--- src/rtl/piso_tx.sv ---
// rtl/piso_tx.sv - parallel-in serial-out frame transmitter with optional even parity
// Ports:
//   clk   in  1      rising-edge clock
//   rst   in  1      synchronous active-high reset
//   din   in  WIDTH  parallel word, sampled only on an accepted load
//   load  in  1      request to accept din
//   ready out 1      a load will be accepted on the next edge
//   tx    out 1      serial line, idles high
//   busy  out 1      a frame is on the line
//   done  out 1      one-cycle pulse in the final stop-bit cycle
module piso_tx #(
    parameter int WIDTH        = 8,
    parameter int CLKS_PER_BIT = 4,
    parameter int PARITY_EN    = 0
) (
    input  logic             clk,
    input  logic             rst,
    input  logic [WIDTH-1:0] din,
    input  logic             load,
    output logic             ready,
    output logic             tx,
    output logic             busy,
    output logic             done
);
    localparam int CW = (CLKS_PER_BIT > 1) ? $clog2(CLKS_PER_BIT) : 1;
    localparam int IW = (WIDTH > 1) ? $clog2(WIDTH) : 1;
    localparam logic [CW-1:0] CNT_LAST = CW'(CLKS_PER_BIT - 1);
    localparam logic [IW-1:0] IDX_LAST = IW'(WIDTH - 1);

    typedef enum logic [2:0] {
        S_IDLE,
        S_START,
        S_DATA,
        S_PARITY,
        S_STOP
    } state_t;

    state_t           state, state_d;
    logic [CW-1:0]    cnt, cnt_d;
    logic [IW-1:0]    idx, idx_d;
    logic [WIDTH-1:0] shreg, shreg_d;
    logic             par, par_d;
    logic             tx_d, ready_d, busy_d, done_d;
    logic             bit_end;

    assign bit_end = (cnt == CNT_LAST);

    // State register. Outputs are registered from the next-state decode so
    // they line up with the state they describe, with no input-to-output path.
    always_ff @(posedge clk) begin
        if (rst) begin
            state <= S_IDLE;
            cnt   <= '0;
            idx   <= '0;
            shreg <= '0;
            par   <= 1'b0;
            tx    <= 1'b1;
            ready <= 1'b1;
            busy  <= 1'b0;
            done  <= 1'b0;
        end else begin
            state <= state_d;
            cnt   <= cnt_d;
            idx   <= idx_d;
            shreg <= shreg_d;
            par   <= par_d;
            tx    <= tx_d;
            ready <= ready_d;
            busy  <= busy_d;
            done  <= done_d;
        end
    end

    // Next-state logic
    always_comb begin
        state_d = state;
        idx_d   = idx;
        shreg_d = shreg;
        par_d   = par;
        cnt_d   = (state == S_IDLE || bit_end) ? '0 : cnt + 1'b1;
        case (state)
            S_IDLE: begin
                if (load && ready) begin
                    state_d = S_START;
                    idx_d   = '0;
                    shreg_d = din;
                    par_d   = ^din;
                end
            end
            S_START: begin
                if (bit_end) begin
                    state_d = S_DATA;
                    idx_d   = '0;
                end
            end
            S_DATA: begin
                if (bit_end) begin
                    // Shift so the next bit to send always sits in shreg[0]
                    shreg_d = shreg >> 1;
                    if (idx == IDX_LAST) begin
                        idx_d   = '0;
                        state_d = (PARITY_EN != 0) ? S_PARITY : S_STOP;
                    end else begin
                        idx_d = idx + 1'b1;
                    end
                end
            end
            S_PARITY: begin
                if (bit_end) state_d = S_STOP;
            end
            S_STOP: begin
                if (bit_end) state_d = S_IDLE;
            end
            default: state_d = S_IDLE;
        endcase
    end

    // Output decode of the upcoming state, captured by the state register
    always_comb begin
        ready_d = (state_d == S_IDLE);
        busy_d  = (state_d != S_IDLE);
        done_d  = (state_d == S_STOP) && (cnt_d == CNT_LAST);
        case (state_d)
            S_START:  tx_d = 1'b0;
            S_DATA:   tx_d = shreg_d[0];
            S_PARITY: tx_d = par_d;
            default:  tx_d = 1'b1;
        endcase
    end
endmodule

--- config.mk ---
export PLATFORM = sky130hd
export DESIGN_NAME = piso_tx
export DESIGN_NICKNAME = d
export VERILOG_FILES = /design/src/rtl/piso_tx.sv
export SDC_FILE = /design/constraint.sdc
export NUM_CORES = 1
export LEC_CHECK = 0
export CAP_MARGIN = 20
export CORE_MARGIN = 3
export CORE_UTILIZATION = 55
export CTS_BUF_LIST = sky130_fd_sc_hd__clkbuf_4
export DETAILED_ROUTE_END_ITERATION = 10
export PLACE_DENSITY = 0.91
export SYNTH_ARGS = -nofsm -noshare
export SYNTH_HDL_FRONTEND = slang
export SYNTH_SLANG_ARGS = --single-unit
--- constraint.sdc ---
create_clock -name clk -period 2.1 [get_ports clk]
set_input_delay 0.315 -clock clk [delete_from_list [all_inputs] [get_ports clk]]
set_output_delay 0.315 -clock clk [all_outputs]
set_load 0.03 [all_outputs]
==> results of run 1 <==
==> cells by family (layout without fill, tap and decap cells) <==
group,Yosys count,count (layout),synth area share
DFF,21,21,0.418
AOI/OAI and AO/OA,26,26,0.193
buffers and inverters,6,19,0.0373
and+or+nand+nor,38,38,0.224
adders and majority gates,3,3,0.0373
muxes,3,3,0.0299
xor gates and xnor gates,7,7,0.0609
==> cell usage after synthesis, drive strengths merged, types with 2 or more instances <==
cell type | n | area [sq um]
dfxtp | 21 | 420
nand2 | 11 | 41.3
a21oi | 9 | 48.8
a22oi | 7 | 52.6
xnor2 | 7 | 61.3
nor2 | 6 | 22.5
nor3 | 5 | 36.3
nand2b | 4 | 25.0
a31oi | 3 | 33.8
buf | 3 | 26.3
clkbuf | 3 | 11.3
ha | 3 | 37.5
mux2i | 3 | 30.0
and4bb | 2 | 25.0
o21bai | 2 | 15.0
==> power by group <==
part           switching (mW)  internal, mW
Sequential             0.0187         0.422
Combinational          0.0778        0.0758
Clock                   0.116        0.0871
Total                   0.212         0.585
==> metal layers <==
| metal | wire length [microns] | track usage | vias to the layer above |
|---|---|---|---|
| met1 | 801 | 0.212 | 374 |
| met4 | 47 | 0.114 | 0 |
| met2 | 956 | 0.319 | 23 |
| li1 | - | - | 400 |
| met5 | 0 | 0 | - |
| met3 | 92 | 0.0491 | 5 |
==> state kept, by name (all words and copies together) (netlist names) <==
| signal | flops |
|---|---|
| state | 3 |
| tx | 1 |
| idx | 3 |
| cnt | 2 |
| par | 1 |
| busy | 1 |
| shreg | 8 |
| ready | 1 |
| done | 1 |
==> worst max-delay path, delay by kind of cell (launching register included) <==
| family | cells | cell delay [ps] |
|---|---|---|
| compound gates | 3 | 520 |
| fa+ha+maj | 1 | 320 |
| flops | 1 | 380 |
| simple gates | 1 | 460 |
==> layout make-up <==
class	count	area share
timing repair buffer	15	0.126
sequential	21	0.357
tap	24	0.0255
clock buffer	4	0.0255
multi-input combinational	77	0.466
==> stage by stage <==
| step | worst slack [ps] | cells | utilization | area (sq um) |
|---|---|---|---|---|
| global route | 157 | 141 | 0.730 | 1180 |
| detailed placement | 328 | 137 | 0.711 | 1150 |
| global placement | 348 | 137 | 0.711 | 1150 |
| CTS | 294 | 141 | 0.730 | 1180 |
| finish | 310 | 141 | 0.730 | 1180 |
| floorplan | 515 | 104 | - | 1010 |
==> how the worst min path moves through the flow <==
stage	start	endpoint	slack, ps	depth (start not counted)
6_report	shreg[1]	shreg[1]	470	2
5_1_grt	shreg[3]	shreg[3]	490	2
4_1_cts	shreg[1]	shreg[1]	470	2
3_5_place_dp	shreg[1]	shreg[1]	450	2
3_3_place_gp	shreg[1]	shreg[1]	440	2
2_1_floorplan	rst	state[1]	410	1
==> results.md, run 1 <==
| Parameter | Reported |
|---|---|
| Run status | finished clean |
| Number of different library cells in the post-synthesis netlist | 35 |
| Num ports | 15 |
| Port buffer count | 14 |
| Critical-path cell with the highest stage delay | and4bb_1 |
| Peak per-stage delay on the critical path | 460 ps |
| Height of the die | 48.8 microns |
| Row cnt | 14 |
| Inserted Clock Buffers | 3 |
| Number of maximum-capacitance constraint violations | 0 |
| Share of the yosys chip area belonging to registers | 0.418 |
| Via total after detailed routing | 802 |
| DPL Wire Length | 1410 microns |
| Endpoint of the lowest-slack register-to-register path | tx |
| Sum of internal, switching and leakage power | 0.797 mW |
| Slew at the pin with the worst max-slew slack | 412 ps |
| CP Data Required Time | 2290 ps |
| Max rail drop VDD | 0.000606 V |
| Average footprint of a synthesized cell | 9.67 sq um |
| Global-route wire length before repair | 3480 microns |
| Quantity of gates resized following cts | 0 |
| Reg2Reg Depth | 5 |
| Number of global-route vias before repair | 790 |
| Gate count after technology mapping | 104 |
| Final weighted congestion in routability-driven placement | 0.798 |
| Hold buffer count at cts | 0 |
| Total congestion overflow | 0 |
| Initial DRC count | 19 |
| Classification of the worst-slack hold path | reg2reg |
| Post-synthesis register bit count | 21 |
| Peak fanout along the critical path | 9 |
| Floorplan die width | 48.8 microns |
| Syn. warnings | 0 |
| Most used flip-flop cell after synthesis | dfxtp_1 |
| Pin count of the biggest net entering global routing | 14 |
| Die area | 0.00238 sq mm |
| Setup crit start | cnt[0] |
| Final period utilization | 0.852 |
| EDFF count, synth | 0 |
| Post-detailed-route via-to-cell ratio | 5.69 |
| Number of antenna violations at the first check in global routing | 0 |
| Total Negative Setup Slacks | 0 ps |
| Commonest non-fill, non-tap cell in the layout | dfxtp_1 |
| Worst-case clock skew | 2.75 ps |
| Final routed DRC violation total | 0 |
| Nature of the critical path endpoint | flip-flop |
| Commonest cells after routing, fill and taps aside | dfxtp_1, clkdlybuf4s50_1, nand2_1, a21oi_1 |
| Mapped Area | 0.00101 sq mm |
| R2R Setup Slk | 310 ps |
| Fmax | 559 MHz |
| Async set or reset register ratio after synthesis | 0 |
| Clock insertion delay at the later pin of the skew report | 300 ps |
| CTS Root Cell | clkbuf_4 |
| Origin of the critical flop-to-flop path | cnt[0] |
| Number of sinks driven by the clock tree | 21 |
| Final layout net count | 132 |
| Setup violators final | 0 |
| Clock tree from TritonCTS | built |
| Area growth from synthesis to layout | 16.9% |
| Number of buffers between clock root and the deepest sink | 2 |
| Leakage | 0.435 nW |
| Setup CP Type | reg2reg |
| Post-CTS setup buffer count | 0 |
| Share of final-layout standard cells stronger than drive strength 1 | 0.111 |
| Area of the core | 0.00161 sq mm |
| Clock transition time at the flip-flop clock pins of the worst setup and hold paths | 110 ps |
| Number of inserted filler cells in the final layout | 132 |
| DR pass1 iterations | 4 |
| CTS H-tree depth | 1 |
| Flip-flop and latch area | 420 sq um |
| Total routing resource utilization after global routing | 0.189 |
| Crit path arrival time | 1980 ps |
| Critical path cell sequence | ha_1 > and4bb_1 > a31oi_4 > a221oi_2 > a31oi_1 |
| Shortest period the worst path allows | 1790 ps |
| Net count after synthesis | 118 |
| Total area of multi-input combinational cells | 548 sq um |
| Total power density per cell area | 678 mW/mm^2 |
| Rel. slew slack | 0.725 |
| Max Slew Vio Count | 0 |
| Initial standard-cell utilization of the core | 0.624 |
| Setup crit start kind | flip-flop |
| Unrepaired setup endpoints after global routing | false |
| Remaining number of nets flagged by the antenna check after routing | 0 |
| Last element of the critical path | tx |
| Number of failing hold endpoints at the final stage | 0 |
| Ant. Diodes | 0 |
| Final hold slack | 465 ps |
| Total wire length | 1900 microns |
| Wirelength per Cell | 13.5 microns |
(Power assumes the default switching activity.)
==> run 2, diff against run 1 <==
--- a/config.mk
+++ b/config.mk
@@ -6,11 +6,13 @@
 export NUM_CORES = 1
 export LEC_CHECK = 0
 export CAP_MARGIN = 20
+export CELL_PAD_IN_SITES_DETAIL_PLACEMENT = 1
+export CELL_PAD_IN_SITES_GLOBAL_PLACEMENT = 1
 export CORE_MARGIN = 3
-export CORE_UTILIZATION = 55
+export CORE_UTILIZATION = 42
 export CTS_BUF_LIST = sky130_fd_sc_hd__clkbuf_4
 export DETAILED_ROUTE_END_ITERATION = 10
-export PLACE_DENSITY = 0.91
+export PLACE_DENSITY = 0.9
 export SYNTH_ARGS = -nofsm -noshare
 export SYNTH_HDL_FRONTEND = slang
 export SYNTH_SLANG_ARGS = --single-unit
==> results.md, run 2 (synthesis results as in run 1) <==
| Parameter | Reported | Change |
|---|---|---|
| Classification of the worst-slack hold path | reg2reg |  |
| Wirelength per Cell | 14.9 microns | +11% |
| Critical path cell sequence | ha_1 > and4bb_1 > a31oi_4 > a221oi_2 > a31oi_1 |  |
| Total routing resource utilization after global routing | 0.169 | -0.0198 |
| Row cnt | 17 | +3 |
| Number of buffers between clock root and the deepest sink | 2 | unchanged |
| Met3 routed wirelength | 86 microns | -6.5% |
| Clock tree from TritonCTS | built |  |
| Commonest cells after routing, fill and taps aside | dfxtp_1, clkdlybuf4s50_1, nand2_1, a21oi_1 |  |
| Critical-path cell with the highest stage delay | and4bb_1 |  |
| CTS H-tree depth | 1 | unchanged |
| Peak per-stage delay on the critical path | 460 ps | about the same |
| Final hold slack | 462 ps | -3.17 ps |
| Height of the die | 54.9 microns | +13% |
| Flip-flop count of the largest register, all copies and words added | 8 | unchanged |
| Fmax | 554 MHz | -0.77% |
| Port buffer count | 14 | unchanged |
| Initial standard-cell utilization of the core | 0.450 | -0.174 |
| Highest layer used for signal routing | met4 |  |
| Final period utilization | 0.859 | +0.00660 |
| Share of final-layout standard cells stronger than drive strength 1 | 0.111 | unchanged |
| Number of sinks driven by the clock tree | 21 | unchanged |
| Peak fanout along the critical path | 9 | unchanged |
| Area of the core | 0.00223 sq mm | +39% |
| Routed length on met2 | 1130 microns | +18% |
| Number of maximum-capacitance constraint violations | 0 | unchanged |
| Largest Register | shreg |  |
| Remaining number of nets flagged by the antenna check after routing | 0 | unchanged |
| Crit path arrival time | 1990 ps | about the same |
| Number of global-route vias before repair | 850 | +7.6% |
| Total power density per cell area | 678 mW/mm^2 | about the same |
| DR pass1 iterations | 3 | -1 |
| Hold buffer count at cts | 0 | unchanged |
| Number of antenna violations at the first check in global routing | 0 | unchanged |
| Commonest non-fill, non-tap cell in the layout | dfxtp_1 |  |
| Num ports | 15 | unchanged |
| Total wire length | 2170 microns | +14% |
| Pin count of the biggest net entering global routing | 12 | -2 |
| Total Negative Setup Slacks | 0 ps | unchanged |
| CP Data Required Time | 2290 ps | about the same |
| Number of placed cells counting well taps | 141 | +2.9% |
| Final routed DRC violation total | 0 | unchanged |
| Setup violators final | 0 | unchanged |
| Post-detailed-route via-to-cell ratio | 5.61 | -1.4% |
| Number of failing hold endpoints at the final stage | 0 | unchanged |
| Leakage | 0.435 nW | unchanged |
| Via total after detailed routing | 813 | +1.4% |
| Inserted Clock Buffers | 3 | unchanged |
| Final layout net count | 132 | unchanged |
| Setup crit start kind | flip-flop |  |
| Max rail drop VDD | 0.000413 V | -32% |
| CTS Root Cell | clkbuf_4 |  |
| Area growth from synthesis to layout | 17.4% |  |
| Clock insertion delay at the later pin of the skew report | 300 ps | about the same |
| Unrepaired setup endpoints after global routing | false |  |
| Total congestion overflow | 0 | unchanged |
| Clock transition time at the flip-flop clock pins of the worst setup and hold paths | 110 ps | about the same |
| Worst-case clock skew | 6.66 ps | +3.91 ps |
| Sum of internal, switching and leakage power | 0.801 mW | +0.47% |
| Fin cells | 145 | +2.8% |
| Final design utilization | 0.529 | -0.201 |
| Die area | 0.00302 sq mm | +27% |
| Run status | finished clean |  |
| Slew at the pin with the worst max-slew slack | 387 ps | -24.1 ps |
| Final weighted congestion in routability-driven placement | 0.761 | -4.6% |
| Global-route wire length before repair | 3690 microns | +5.9% |
| Top flop regs | shreg: 8 flops, idx: 3 flops, state: 3 flops |  |
| Shortest period the worst path allows | 1800 ps | +13.9 ps |
| Ant. Diodes | 0 | unchanged |
| Post-CTS setup buffer count | 0 | unchanged |
| Nature of the critical path endpoint | flip-flop |  |
| Max Slew Vio Count | 0 | unchanged |
| Setup CP Type | reg2reg |  |
| Initial DRC count | 2 | -17 |
| DPL Wire Length | 1650 microns | +17% |
| Quantity of gates resized following cts | 0 | unchanged |
| Rel. slew slack | 0.741 | +0.0161 |
| Met1 WL | 917 microns | +14% |
| Floorplan die width | 54.9 microns | +13% |
## run 2: area by class of cell
cell class | instances | area (sq um)
fillers | 252 | 1050
multi-input cells | 77 | 548
flip-flops and latches | 21 | 420
repair buffers | 15 | 148
well taps | 28 | 35.0
clock buffers | 4 | 30.0
## run 2: through the flow
stage	cell area (sq um)	setup WS, ps
floorplan	1010	515
global placement	1150	376
detailed placement	1150	316
CTS	1180	292
global route	1180	195
finish	1180	296
## run 2: path summary, 6_finish.rpt
kind              startpoint        to  slack (ps)  depth (start not counted)
setup / recovery      cnt[0]        tx         300                          5
hold / removal      shreg[2]  shreg[2]         460                          2
setup reg to reg      cnt[0]        tx         300                          5
hold reg to reg     shreg[2]  shreg[2]         460                          2
## run 2: layer usage
layer / global-route usage / up-vias
li1: - / 404
met1: 0.191 / 393
met2: 0.313 / 12
met3: 0.0241 / 4
met4: 0.0729 / 0
met5: 0 / -
## run 2: power breakdown
part | switching [mW] | internal [mW] | leakage, nW
Sequential | 0.0200 | 0.422 | 0.172
Clock | 0.117 | 0.0870 | 0.0184
Combinational | 0.0797 | 0.0757 | 0.245
Total | 0.216 | 0.585 | 0.435
## run 2: worst max-delay path, delay by kind of cell (launching register included)
family	cells	cell delay, ps
AO/OA/AOI/OAI	3	520
AND/OR/NAND/NOR	1	460
flip-flops	1	380
adder cells (fa/ha/maj)	1	330
==> run 3, diff against run 2 <==
--- a/config.mk
+++ b/config.mk
@@ -5,6 +5,7 @@
 export SDC_FILE = /design/constraint.sdc
 export NUM_CORES = 1
 export LEC_CHECK = 0
+export ABC_CLOCK_PERIOD_IN_PS = 2100
 export CAP_MARGIN = 20
 export CELL_PAD_IN_SITES_DETAIL_PLACEMENT = 1
 export CELL_PAD_IN_SITES_GLOBAL_PLACEMENT = 1
@@ -12,6 +13,7 @@
 export CORE_UTILIZATION = 42
 export CTS_BUF_LIST = sky130_fd_sc_hd__clkbuf_4
 export DETAILED_ROUTE_END_ITERATION = 10
+export HOLD_SLACK_MARGIN = 0.08
 export PLACE_DENSITY = 0.9
 export SYNTH_ARGS = -nofsm -noshare
 export SYNTH_HDL_FRONTEND = slang
==> results of run 3 <==
Final layout, timing and power as in run 2 (identical DEF).
